$ cat config.mk
export PLATFORM = sky130hd
export DESIGN_NAME = alu_exec_unit
export DESIGN_NICKNAME = d
export VERILOG_FILES = /design/src/rtl/alu_exec_pkg.sv /design/src/rtl/alu_exec_unit_decode.sv /design/src/rtl/alu_exec_unit.sv
export SDC_FILE = /design/constraint.sdc
export NUM_CORES = 2
export LEC_CHECK = 0
export CORE_ASPECT_RATIO = 0.9
export CORE_MARGIN = 2
export CORE_UTILIZATION = 40
export DETAILED_ROUTE_END_ITERATION = 10
export GPL_TIMING_DRIVEN = 0
export HOLD_SLACK_MARGIN = 0.15
export PLACE_DENSITY_LB_ADDON = 0.25
export SLEW_MARGIN = 20
export SYNTH_ARGS = -nofsm -noshare
export SYNTH_HDL_FRONTEND = slang
export SYNTH_SLANG_ARGS = --single-unit
$ cat constraint.sdc
create_clock -name clk -period 9.65 [get_ports clk]
set_input_delay 0.965 -clock clk [delete_from_list [all_inputs] [get_ports clk]]
set_output_delay 0.965 -clock clk [all_outputs]
set_load 0.02 [all_outputs]
$ cat src/rtl/alu_exec_pkg.sv
// Shared encodings for the execute-stage ALU/MDU.
// Holds alu_op codes, the internal op enum, funct7 values and FSM states.
package alu_exec_pkg;

  localparam logic [1:0] ALUOP_MEM = 2'b00;
  localparam logic [1:0] ALUOP_BR  = 2'b01;
  localparam logic [1:0] ALUOP_R   = 2'b10;
  localparam logic [1:0] ALUOP_I   = 2'b11;

  localparam logic [6:0] F7_BASE = 7'b0000000;
  localparam logic [6:0] F7_ALT  = 7'b0100000;
  localparam logic [6:0] F7_MDU  = 7'b0000001;

  // Bit 4 set marks the M-extension ops; low bits mirror funct3.
  typedef enum logic [4:0] {
    OP_AND    = 5'b00000,
    OP_OR     = 5'b00001,
    OP_ADD    = 5'b00010,
    OP_XOR    = 5'b00011,
    OP_SUB    = 5'b00110,
    OP_SLT    = 5'b00111,
    OP_SLTU   = 5'b01000,
    OP_SLL    = 5'b01001,
    OP_SRL    = 5'b01010,
    OP_SRA    = 5'b01011,
    OP_MUL    = 5'b10000,
    OP_MULH   = 5'b10001,
    OP_MULHSU = 5'b10010,
    OP_MULHU  = 5'b10011,
    OP_DIV    = 5'b10100,
    OP_DIVU   = 5'b10101,
    OP_REM    = 5'b10110,
    OP_REMU   = 5'b10111
  } op_e;

  typedef enum logic [1:0] {
    S_IDLE,
    S_MUL,
    S_DIV
  } state_e;

  function automatic op_e f3_op(
    input logic [2:0] f3,
    input logic       alt
  );
    op_e o;
    o = OP_ADD;
    case (f3)
      3'b000: o = alt ? OP_SUB : OP_ADD;
      3'b001: o = OP_SLL;
      3'b010: o = OP_SLT;
      3'b011: o = OP_SLTU;
      3'b100: o = OP_XOR;
      3'b101: o = alt ? OP_SRA : OP_SRL;
      3'b110: o = OP_OR;
      3'b111: o = OP_AND;
      default: o = OP_ADD;
    endcase
    return o;
  endfunction

endpackage

$ cat src/rtl/alu_exec_unit_decode.sv
// Combinational funct3/funct7 decoder for the execute unit.
// Produces the internal op code and an illegal flag.
module alu_exec_decode
  import alu_exec_pkg::*;
#(
  parameter bit EN_MDU = 1'b1
) (
  input  logic [1:0] alu_op,
  input  logic [2:0] funct3,
  input  logic [6:0] funct7,
  output op_e        op,
  output logic       illegal
);

  logic f3_alt_ok;
  logic f3_sr;
  logic f3_sl;

  assign f3_sr     = funct3 == 3'b101;
  assign f3_sl     = funct3 == 3'b001;
  assign f3_alt_ok = (funct3 == 3'b000) || f3_sr;

  always_comb begin
    op      = OP_ADD;
    illegal = 1'b0;
    unique case (1'b1)
      alu_op == ALUOP_MEM: op = OP_ADD;
      alu_op == ALUOP_BR:  op = OP_SUB;
      alu_op == ALUOP_R: begin
        unique case (1'b1)
          funct7 == F7_BASE:
            op = f3_op(funct3, 1'b0);
          funct7 == F7_ALT && f3_alt_ok:
            op = f3_op(funct3, 1'b1);
          funct7 == F7_MDU && EN_MDU:
            op = op_e'({2'b10, funct3});
          default:
            illegal = 1'b1;
        endcase
      end
      default: begin
        // I-type: funct7 is immediate except for shifts.
        op = f3_op(funct3, f3_sr && funct7 == F7_ALT);
        if (f3_sr && funct7 != F7_BASE
            && funct7 != F7_ALT)
          illegal = 1'b1;
        if (f3_sl && funct7 != F7_BASE)
          illegal = 1'b1;
      end
    endcase
  end

endmodule

$ cat src/rtl/alu_exec_unit.sv
// Execute-stage ALU with iterative multiply/divide.
// Base ops finish in one cycle; MDU ops take XLEN iterations.
module alu_exec_unit
  import alu_exec_pkg::*;
#(
  parameter int XLEN   = 32,
  parameter bit EN_MDU = 1'b1
) (
  input  logic            clk,
  input  logic            rst,
  input  logic            flush,
  input  logic            in_valid,
  output logic            in_ready,
  input  logic [1:0]      alu_op,
  input  logic [2:0]      funct3,
  input  logic [6:0]      funct7,
  input  logic [XLEN-1:0] op_a,
  input  logic [XLEN-1:0] op_b,
  output logic            out_valid,
  input  logic            out_ready,
  output logic [XLEN-1:0] result,
  output logic            zero,
  output logic            illegal,
  output logic            busy
);

  localparam int CW = $clog2(XLEN);
  localparam logic [CW-1:0] LAST = CW'(XLEN - 1);
  localparam logic [XLEN-1:0] SMIN =
    {1'b1, {(XLEN-1){1'b0}}};

  op_e    op;
  op_e    op_q;
  state_e state;
  logic   dec_illegal;

  logic [CW-1:0]   cnt;
  logic [XLEN-1:0] hi, lo, dvs;
  logic [XLEN-1:0] hi_n, lo_n;
  logic            a_neg, b_neg;

  alu_exec_decode #(.EN_MDU(EN_MDU)) u_decode (
    .alu_op  (alu_op),
    .funct3  (funct3),
    .funct7  (funct7),
    .op      (op),
    .illegal (dec_illegal)
  );

  logic accept;
  assign in_ready = (state == S_IDLE)
                 && (!out_valid || out_ready)
                 && !flush;
  assign accept = in_valid && in_ready;

  logic [CW-1:0]   shamt;
  logic [XLEN-1:0] base_res;
  assign shamt = op_b[CW-1:0];

  always_comb begin
    base_res = '0;
    case (op)
      OP_AND:  base_res = op_a & op_b;
      OP_OR:   base_res = op_a | op_b;
      OP_ADD:  base_res = op_a + op_b;
      OP_XOR:  base_res = op_a ^ op_b;
      OP_SUB:  base_res = op_a - op_b;
      OP_SLT:  base_res = {{(XLEN-1){1'b0}},
        $signed(op_a) < $signed(op_b)};
      OP_SLTU: base_res = {{(XLEN-1){1'b0}},
        op_a < op_b};
      OP_SLL:  base_res = op_a << shamt;
      OP_SRL:  base_res = op_a >> shamt;
      OP_SRA:  base_res =
        $unsigned($signed(op_a) >>> shamt);
      default: base_res = '0;
    endcase
  end

  logic is_div, is_q, b_zero, ovf, fast, slow;
  logic sa_neg, sb_neg;
  logic [XLEN-1:0] fast_res, imm_res;
  logic [XLEN-1:0] a_mag, b_mag;

  assign is_div = op inside
    {OP_DIV, OP_DIVU, OP_REM, OP_REMU};
  assign is_q   = op inside {OP_DIV, OP_DIVU};
  assign b_zero = op_b == '0;
  assign ovf    = (op inside {OP_DIV, OP_REM})
               && op_a == SMIN && &op_b;
  assign fast   = is_div && (b_zero || ovf);
  assign slow   = !dec_illegal && op[4] && !fast;

  always_comb begin
    if (b_zero)
      fast_res = is_q ? '1 : op_a;
    else
      fast_res = (op == OP_DIV) ? op_a : '0;
  end

  assign imm_res = dec_illegal ? '0
                 : fast ? fast_res : base_res;

  assign sa_neg = op_a[XLEN-1] && (op inside
    {OP_MUL, OP_MULH, OP_MULHSU, OP_DIV, OP_REM});
  assign sb_neg = op_b[XLEN-1] && (op inside
    {OP_MUL, OP_MULH, OP_DIV, OP_REM});
  assign a_mag = sa_neg ? -op_a : op_a;
  assign b_mag = sb_neg ? -op_b : op_b;

  // One shift-add or restore step on {hi, lo}.
  logic [XLEN:0] sum, shl, diff;
  assign sum  = {1'b0, hi} + {1'b0, dvs};
  assign shl  = {hi, lo[XLEN-1]};
  assign diff = shl - {1'b0, dvs};

  always_comb begin
    if (state == S_DIV) begin
      hi_n = diff[XLEN] ? shl[XLEN-1:0]
                        : diff[XLEN-1:0];
      lo_n = {lo[XLEN-2:0], ~diff[XLEN]};
    end else begin
      {hi_n, lo_n} = {(lo[0] ? sum : {1'b0, hi}),
                      lo[XLEN-1:1]};
    end
  end

  logic [2*XLEN-1:0] prod, prod_f;
  logic [XLEN-1:0]   q_f, r_f, mdu_res;

  assign prod   = {hi_n, lo_n};
  assign prod_f = (a_neg ^ b_neg) ? -prod : prod;
  assign q_f    = (a_neg ^ b_neg) ? -lo_n : lo_n;
  assign r_f    = a_neg ? -hi_n : hi_n;

  always_comb begin
    case (op_q)
      OP_MUL:  mdu_res = prod_f[XLEN-1:0];
      OP_MULH, OP_MULHSU, OP_MULHU:
               mdu_res = prod_f[2*XLEN-1:XLEN];
      OP_DIV, OP_DIVU:
               mdu_res = q_f;
      default: mdu_res = r_f;
    endcase
  end

  always_ff @(posedge clk or posedge rst) begin
    if (rst) begin
      state     <= S_IDLE;
      cnt       <= '0;
      busy      <= 1'b0;
      out_valid <= 1'b0;
      result    <= '0;
      zero      <= 1'b0;
      illegal   <= 1'b0;
      op_q      <= OP_ADD;
      a_neg     <= 1'b0;
      b_neg     <= 1'b0;
      hi        <= '0;
      lo        <= '0;
      dvs       <= '0;
    end else if (flush) begin
      state     <= S_IDLE;
      cnt       <= '0;
      busy      <= 1'b0;
      out_valid <= 1'b0;
    end else begin
      if (out_valid && out_ready)
        out_valid <= 1'b0;
      unique case (state)
        S_IDLE: begin
          if (accept && slow) begin
            state <= op[2] ? S_DIV : S_MUL;
            busy  <= 1'b1;
            cnt   <= '0;
            op_q  <= op;
            a_neg <= sa_neg;
            b_neg <= sb_neg;
            hi    <= '0;
            lo    <= a_mag;
            dvs   <= b_mag;
          end else if (accept) begin
            out_valid <= 1'b1;
            result    <= imm_res;
            zero      <= imm_res == '0;
            illegal   <= dec_illegal;
          end
        end
        default: begin
          hi  <= hi_n;
          lo  <= lo_n;
          cnt <= cnt + 1'b1;
          if (cnt == LAST) begin
            state     <= S_IDLE;
            busy      <= 1'b0;
            cnt       <= '0;
            out_valid <= 1'b1;
            result    <= mdu_res;
            zero      <= mdu_res == '0;
            illegal   <= 1'b0;
          end
        end
      endcase
    end
  end

endmodule

# Word-level counts from Yosys, hierarchy flattened
# Memories as Yosys holds them, arrays and structs flattened.
# Index checks and enable logic that the tools add are counted.
# classes
n_addsub	10
eq_ne	41
shift	3
reduce_logical	49
n_lt_le_gt_ge	2
n_bitwise	6
n_mux	59
# ops
cell	n
2-to-1 mux 32 bit	20
one-hot mux 32 bit (10 select lines)	1
negation 32 bit	4
zero test 32 bit	3
one-hot mux 32 bit (3 select lines)	1
equality test 5 bit, second input constant	14
less-than comparator 32 bit	2
2-to-1 mux 64 bit	1
negation 64 bit	1
one-hot mux 5 bit (8 select lines)	1
adder 32 x 32 -> 33 bit	1
2-to-1 mux 33 bit	1
subtractor 33 x 32 -> 33 bit	1
adder 32 bit	1
bitwise AND 32 bit	1
equality test 32 bit, second input constant	1
OR 32 bit	1
AND reduction 32 bit	1
<< shifter 32 x 5 -> 32 bit	1
right shift 32 x 5 -> 32 bit	1
>>> shifter 32 x 5 -> 32 bit	1
subtractor 32 bit	1
XOR 32 bit	1
one-hot mux 5 bit (3 select lines)	2
40 further kinds	107
# totals
word_cells	185
input_bits	81
regBits	146
n_memories	2
romBits	64
# mem_list
name	words	width	rd	rd_clocked_by_memory_dff	write_ports	line	text
(name not given)	8	4	1	0	0	alu_exec_pkg.sv:48	case (f3)
(name not given)	8	4	1	0	0	alu_exec_pkg.sv:48	

# Depth between registers and ports, before layout
# depth
ltp_word	17
ltp_mapped	29
ltp_nobuf	27

# Cells and area by module
# A second synthesis with hierarchy kept.
# hier_totals
cells_unflattened	3537
area_unflattened_um2	25789.7
# by_module_without_submodules
mod	seq_area_each_um2	instances	area_per_inst_um2	cells_each
alu_exec_unit	3654.8	1	25430.6	3487
alu_exec_decode	0.0	1	359.1	50

# Least setup slack after synthesis
# No wires, ideal clock.
# synth_path
path_kind	register -> register
from	register lo[31]
to	register zero
synth_period_minus_slack_ns	6.185
path_buffers	2
setup_time_ns	0.087
arrival_ns	6.098
required_ns	9.563
path_slack_ns	3.465
stages_incl_launch_ff	29
path_cell_list	dfrtp_1 > inv_1 > ha_1 > inv_1 > fa_1 > a21o_1 > a211o_1 > a31oi_1 > o211ai_1 > nand3_1 > buf_1 > a211o_1 > nand2_1 > a21oi_1 > ha_1 > o2111ai_1 > or3_1 > clkbuf_1 > or2_2 > nor2_1 > nand2_1 > nor4b_1 > and3_1 > a21oi_1 > xnor2_1 > o22ai_1 > a2111oi_0 > nand4_1 > o211ai_1
# synth_via
elab_chain_len	9
word_cells_on_any_way	15
cone_classes	add/sub: 4; mux: 9; bitwise: 1; reduce/logical: 1
# synth_rtl
item	line	text
from (decl)	alu_exec_unit.sv:38	logic [XLEN-1:0] hi, lo, dvs;
from (signal assigned)	alu_exec_unit.sv:180	lo <= a_mag;
from (signal assigned)	alu_exec_unit.sv:191	lo <= lo_n;
subtractor 33 x 32 -> 33 bit	alu_exec_unit.sv:115	assign diff = shl - {1'b0, dvs};
2-to-1 mux 32 bit / inverter 1 bit (equally long branches)	alu_exec_unit.sv:119, alu_exec_unit.sv:121	
2-to-1 mux 32 bit	alu_exec_unit.sv:118	if (state == S_DIV) begin
negation 64 bit, or another cell as far along	alu_exec_unit.sv:132	assign prod_f = (a_neg ^ b_neg) ? -prod : prod;
2-to-1 mux 64 bit, or another cell as far along	alu_exec_unit.sv:132	
one-hot mux 32 bit (3 select lines) (*)	alu_exec_unit.sv:137	case (op_q)
zero test 32 bit (*)	alu_exec_unit.sv:199	zero <= mdu_res == '0;
2-to-1 mux 1 bit (*)	alu_exec_unit.sv:193	if (cnt == LAST) begin
2-to-1 mux 1 bit (*)	alu_exec_unit.sv:170	unique case (state)
to (signal assigned)	alu_exec_unit.sv:154	zero <= 1'b0;
to (signal assigned)	alu_exec_unit.sv:185	zero <= imm_res == '0;
to (signal assigned)	alu_exec_unit.sv:199	
to (decl)	alu_exec_unit.sv:22	output logic zero,
# Every way passes the cells marked *; elsewhere a longest branch is shown, timed or not. The select of a mux whose other input is x is not followed.
# A chain may end at the register's enable or synchronous reset.

# Final worst setup path
# layout_path
from	input port op_b[0]
to	register hi[5]
# layout_via
elab_chain_len	9
word_cells_on_any_way	10
cone_classes	eq/ne: 1; reduce/logical: 9
# layout_rtl
item	line	text
from (decl)	alu_exec_unit.sv:18	input logic [XLEN-1:0] op_b,
AND reduction 32 bit	alu_exec_unit.sv:90	&& op_a == SMIN && &op_b;
logical AND 1 bit	alu_exec_unit.sv:90	
logical OR 1 bit (*)	alu_exec_unit.sv:91	assign fast = is_div && (b_zero || ovf);
logical AND 1 bit (*)	alu_exec_unit.sv:91	
zero test 1 bit (*)	alu_exec_unit.sv:92	assign slow = !dec_illegal && op[4] && !fast;
logical AND 1 bit (*)	alu_exec_unit.sv:92	
logical AND 1 bit (*)	alu_exec_unit.sv:172	if (accept && slow) begin
!= test 2 x 1 -> 1 bit (no line) (*)	--	
AND reduction 2 bit (no line) (*)	--	
to (signal assigned)	alu_exec_unit.sv:190	hi <= hi_n;
to (decl)	alu_exec_unit.sv:38	
# Every way passes the cells marked *; elsewhere a longest branch is shown, timed or not.

==> reports/summary.txt <==
status: finished, final reports clean
WHS Endpoint: op_q[4]$_DFFE_PP0P_
crit share post-route: 0.957
Chip Width: 269 um
largest net degree at the start of global routing: 94
synth unique cells: 96
Most used DFF post-synth: dfrtp_1
final setup vio count: 0
grt ovf: 0
R2R Setup Slk: 0.80 ns
Routed Antenna Nets: 0
hold wc startpoint: op_q[4]$_DFFE_PP0P_
Placed Instances: 4562
syn_nets: 3850
die area: 65300 um2
commonest non-fill, non-tap cell in the layout: nand2_1
DRC: 0
Avg Cell Area, Syn: 7.05 um2
final setup TNS: 0 ns
CP Launch Type: input pin
Area after DPL: 27700 um2
Detailed Route WL: 147000 um
vias in the first global route: 29453
post-cts sizing count: 0
vias per std cell: 6.91
htree depth: 4
fraction of registers with async set/reset: 1.00
drt initial violations: 4573
type of the worst min-delay path: reg -> reg
Worst Reg-to-Reg Cells: 21
worst-skew pair later-pin latency: 0.46 ns
Post-synth EDFFs: 0
input/output buffers: 116
first-pass GRT wire length: 210000 um
Worst VDD drop: 0.118 mV
layout net count: 3995
pins over their slew limit: 0
MaxCap Viol Count: 0
Reg clk slew, reported paths: 0.07 ns
Max Buffers Root-to-Sink: 2
GP Congestion: 1.10
# hold bufs at CTS: 0
Core Area: 62600 um2
post-CTS setup buffers: 0
worst r2r dst: zero$_DFFE_PP0P_
DP Worst Slack: 0.496 ns
RSZ-0062 raised after global routing: false
crit path DAT: 9.60 ns
most frequent cells in the layout: nand2_1, nor2_1, o21ai_0, a21oi_1, clkbuf_1
Num CTS Buffers: 17
Mapped Area: 25300 um2
wire per inst: 32.0 um
chip height: 243 um
area occupied by multi-input gates: 20200 um2
Hold Slack: 0.469 ns
Yosys Warn Count: 0
Final Critical Period: 9.24 ns
P&R area growth vs syn: 12.0%
worst rel slew slack: 0.0720
# IOs: 118
final worst slack: 0.412 ns
Layout Skew: 0.0150 ns
critical path fanouts, max: 12
Syn Inst Count: 3593
Setup crit end kind: flop
Layout Cells excl Fill: 4603
Vias: 31805
layout cell share with drive strength beyond 1: 0.0523
clk sinks: 146
Initial Utilization: 0.405
CTS root buffer: clkbuf_16
number of core rows: 87
fmax: 108 MHz
Worst EP required: 10.02 ns
Power Dens Cells: 90.0 nW/um2
post-route cell area: 28400 um2
DRT Pass-1 Iters: 6
TritonCTS clock tree: built
critical path type: in -> reg
DP HPWL: 119000 um
number of fill cells: 6652
initial antenna violation count: 5
GRT Overall Usage: 0.433
Hold Path Cell Cnt: 1
register cell area after layout: 3650 um2
worst-margin pin slew: 1.39 ns
leak pwr: 11.4 nW
#FFs+latches synth: 146
Final Hold Viols: 0
Seq/Total Area, Yosys: 0.144
R2R Path Start: state[1]$_DFFE_PP0P_
==> routing by layer <==
metal,up-vias,track usage,routed length [um]
li1,13677,-,-
met1,15104,0.536,55700
met2,2352,0.660,61800
met3,670,0.0897,15700
met4,2,0.331,13900
met5,-,0,18
==> power breakdown <==
| part | leakage, nW | switching [mW] | internal (mW) |
|---|---|---|---|
| registers | 1.97 | 0.0296 | 0.650 |
| logic | 9.17 | 0.805 | 0.385 |
| clock network | 0.282 | 0.335 | 0.347 |
| total | 11.4 | 1.17 | 1.38 |
==> synthesized netlist by cell type (14+ instances only) <==
| cell | n | area share |
|---|---|---|
| nand2_1 | 433 | 0.064 |
| nor2_1 | 341 | 0.051 |
| o21ai_0 | 338 | 0.067 |
| a21oi_1 | 284 | 0.056 |
| clkbuf_1 | 207 | 0.031 |
| ha_1 | 172 | 0.085 |
| inv_1 | 146 | 0.022 |
| dfrtp_1 | 145 | 0.14 |
| xnor2_1 | 129 | 0.045 |
| nor3_1 | 104 | 0.021 |
| mux2i_1 | 88 | 0.035 |
| nand3_1 | 85 | 0.017 |
| a31oi_1 | 68 | 0.017 |
| a21o_1 | 65 | 0.019 |
| a211oi_1 | 52 | 0.015 |
| mux4_2 | 45 | 0.040 |
| nand4_1 | 44 | 0.011 |
| buf_1 | 43 | 0.0064 |
| o211ai_1 | 42 | 0.012 |
| nor4_1 | 41 | 0.010 |
| or3_1 | 39 | 0.0096 |
| o31ai_1 | 38 | 0.011 |
| and3_1 | 35 | 0.0086 |
| o22ai_1 | 35 | 0.0086 |
| xor2_1 | 33 | 0.011 |
| nand2b_1 | 30 | 0.0074 |
| a22o_1 | 27 | 0.0093 |
| a22oi_1 | 26 | 0.0077 |
| a221oi_1 | 22 | 0.0076 |
| o21bai_1 | 22 | 0.0065 |
| and2_1 | 21 | 0.0052 |
| o21a_1 | 21 | 0.0062 |
| a221o_1 | 19 | 0.0075 |
| a2111oi_0 | 18 | 0.0062 |
| o41ai_1 | 17 | 0.0059 |
| a211o_1 | 16 | 0.0055 |
| nor2b_1 | 16 | 0.0040 |
| a31o_2 | 15 | 0.0052 |
| or4_1 | 14 | 0.0042 |
==> kinds of logic (layout without fill, tap and decap cells) <==
family | after synthesis | count (layout) | synth area share
buffers and inverters | 416 | 574 | 0.0637
AO/OA/AOI/OAI | 1274 | 1274 | 0.330
flip-flops | 146 | 146 | 0.144
multiplexers | 144 | 144 | 0.0797
adder cells (fa/ha/maj) | 176 | 176 | 0.0881
AND/OR/NAND/NOR | 1275 | 1275 | 0.238
XOR/XNOR | 162 | 162 | 0.0560
other | 0 | 7 | 0
==> stage by stage <==
| stage | util | total power [mW] |
|---|---|---|
| final | 0.453 | 2.55 |
| after global routing | 0.453 | 2.62 |
| after CTS | 0.452 | 2.49 |
| after detailed placement | 0.443 | 1.82 |
| after global placement | 0.440 | 1.83 |
| after floorplan | - | 1.32 |
==> sequential cells by signal (all words and copies together), names as in the netlist, 2 cells and up <==
name	cells
dvs	32
hi	32
lo	32
result	32
cnt	5
op_q	5
state	2
==> worst max path at each step <==
| stage | endpoint | cells past startpoint | slack (ns) | start |
|---|---|---|---|---|
| 4_1_cts | hi[5]$_DFFE_PP0P_ | 19 | 0.94 | op_b[0] |
| 3_5_place_dp | hi[9]$_DFFE_PP0P_ | 19 | 0.50 | op_b[0] |
| 2_1_floorplan | zero$_DFFE_PP0P_ | 28 | 3.47 | lo[31]$_DFFE_PP0P_ |
| 3_3_place_gp | hi[9]$_DFFE_PP0P_ | 19 | 0.45 | op_b[0] |
| 5_1_grt | hi[8]$_DFFE_PP0P_ | 19 | 0.57 | op_b[0] |
| 6_report | hi[5]$_DFFE_PP0P_ | 19 | 0.41 | op_b[0] |
==> critical path, cell delays in order <==
cell,delay (ns)
clkdlybuf4s50_1,0.49
clkbuf_1,0.40
inv_1,0.37
buf_1,0.57
buf_1,0.94
ha_1,0.39
and4_1,0.23
nand4_1,0.17
or3_1,0.52
a21oi_1,1.09
nand3b_1,0.51
inv_1,0.25
nor2_1,0.62
or2_2,0.22
clkbuf_1,0.31
clkbuf_1,0.59
buf_1,0.69
nand2_1,0.14
o21ai_0,0.12
==> cell type report <==
cell class | instances | share of cell area
Timing Repair Buffer | 126 | 0.0439
Sequential cell | 146 | 0.129
Multi-Input combinational cell | 3031 | 0.712
Inverter | 149 | 0.0200
Clock buffer | 17 | 0.0150
Buffer | 267 | 0.0372
Antenna cell | 7 | 0.000618
Tap cell | 845 | 0.0373
Clock inverter | 15 | 0.00543
(Power assumes the default switching activity.)
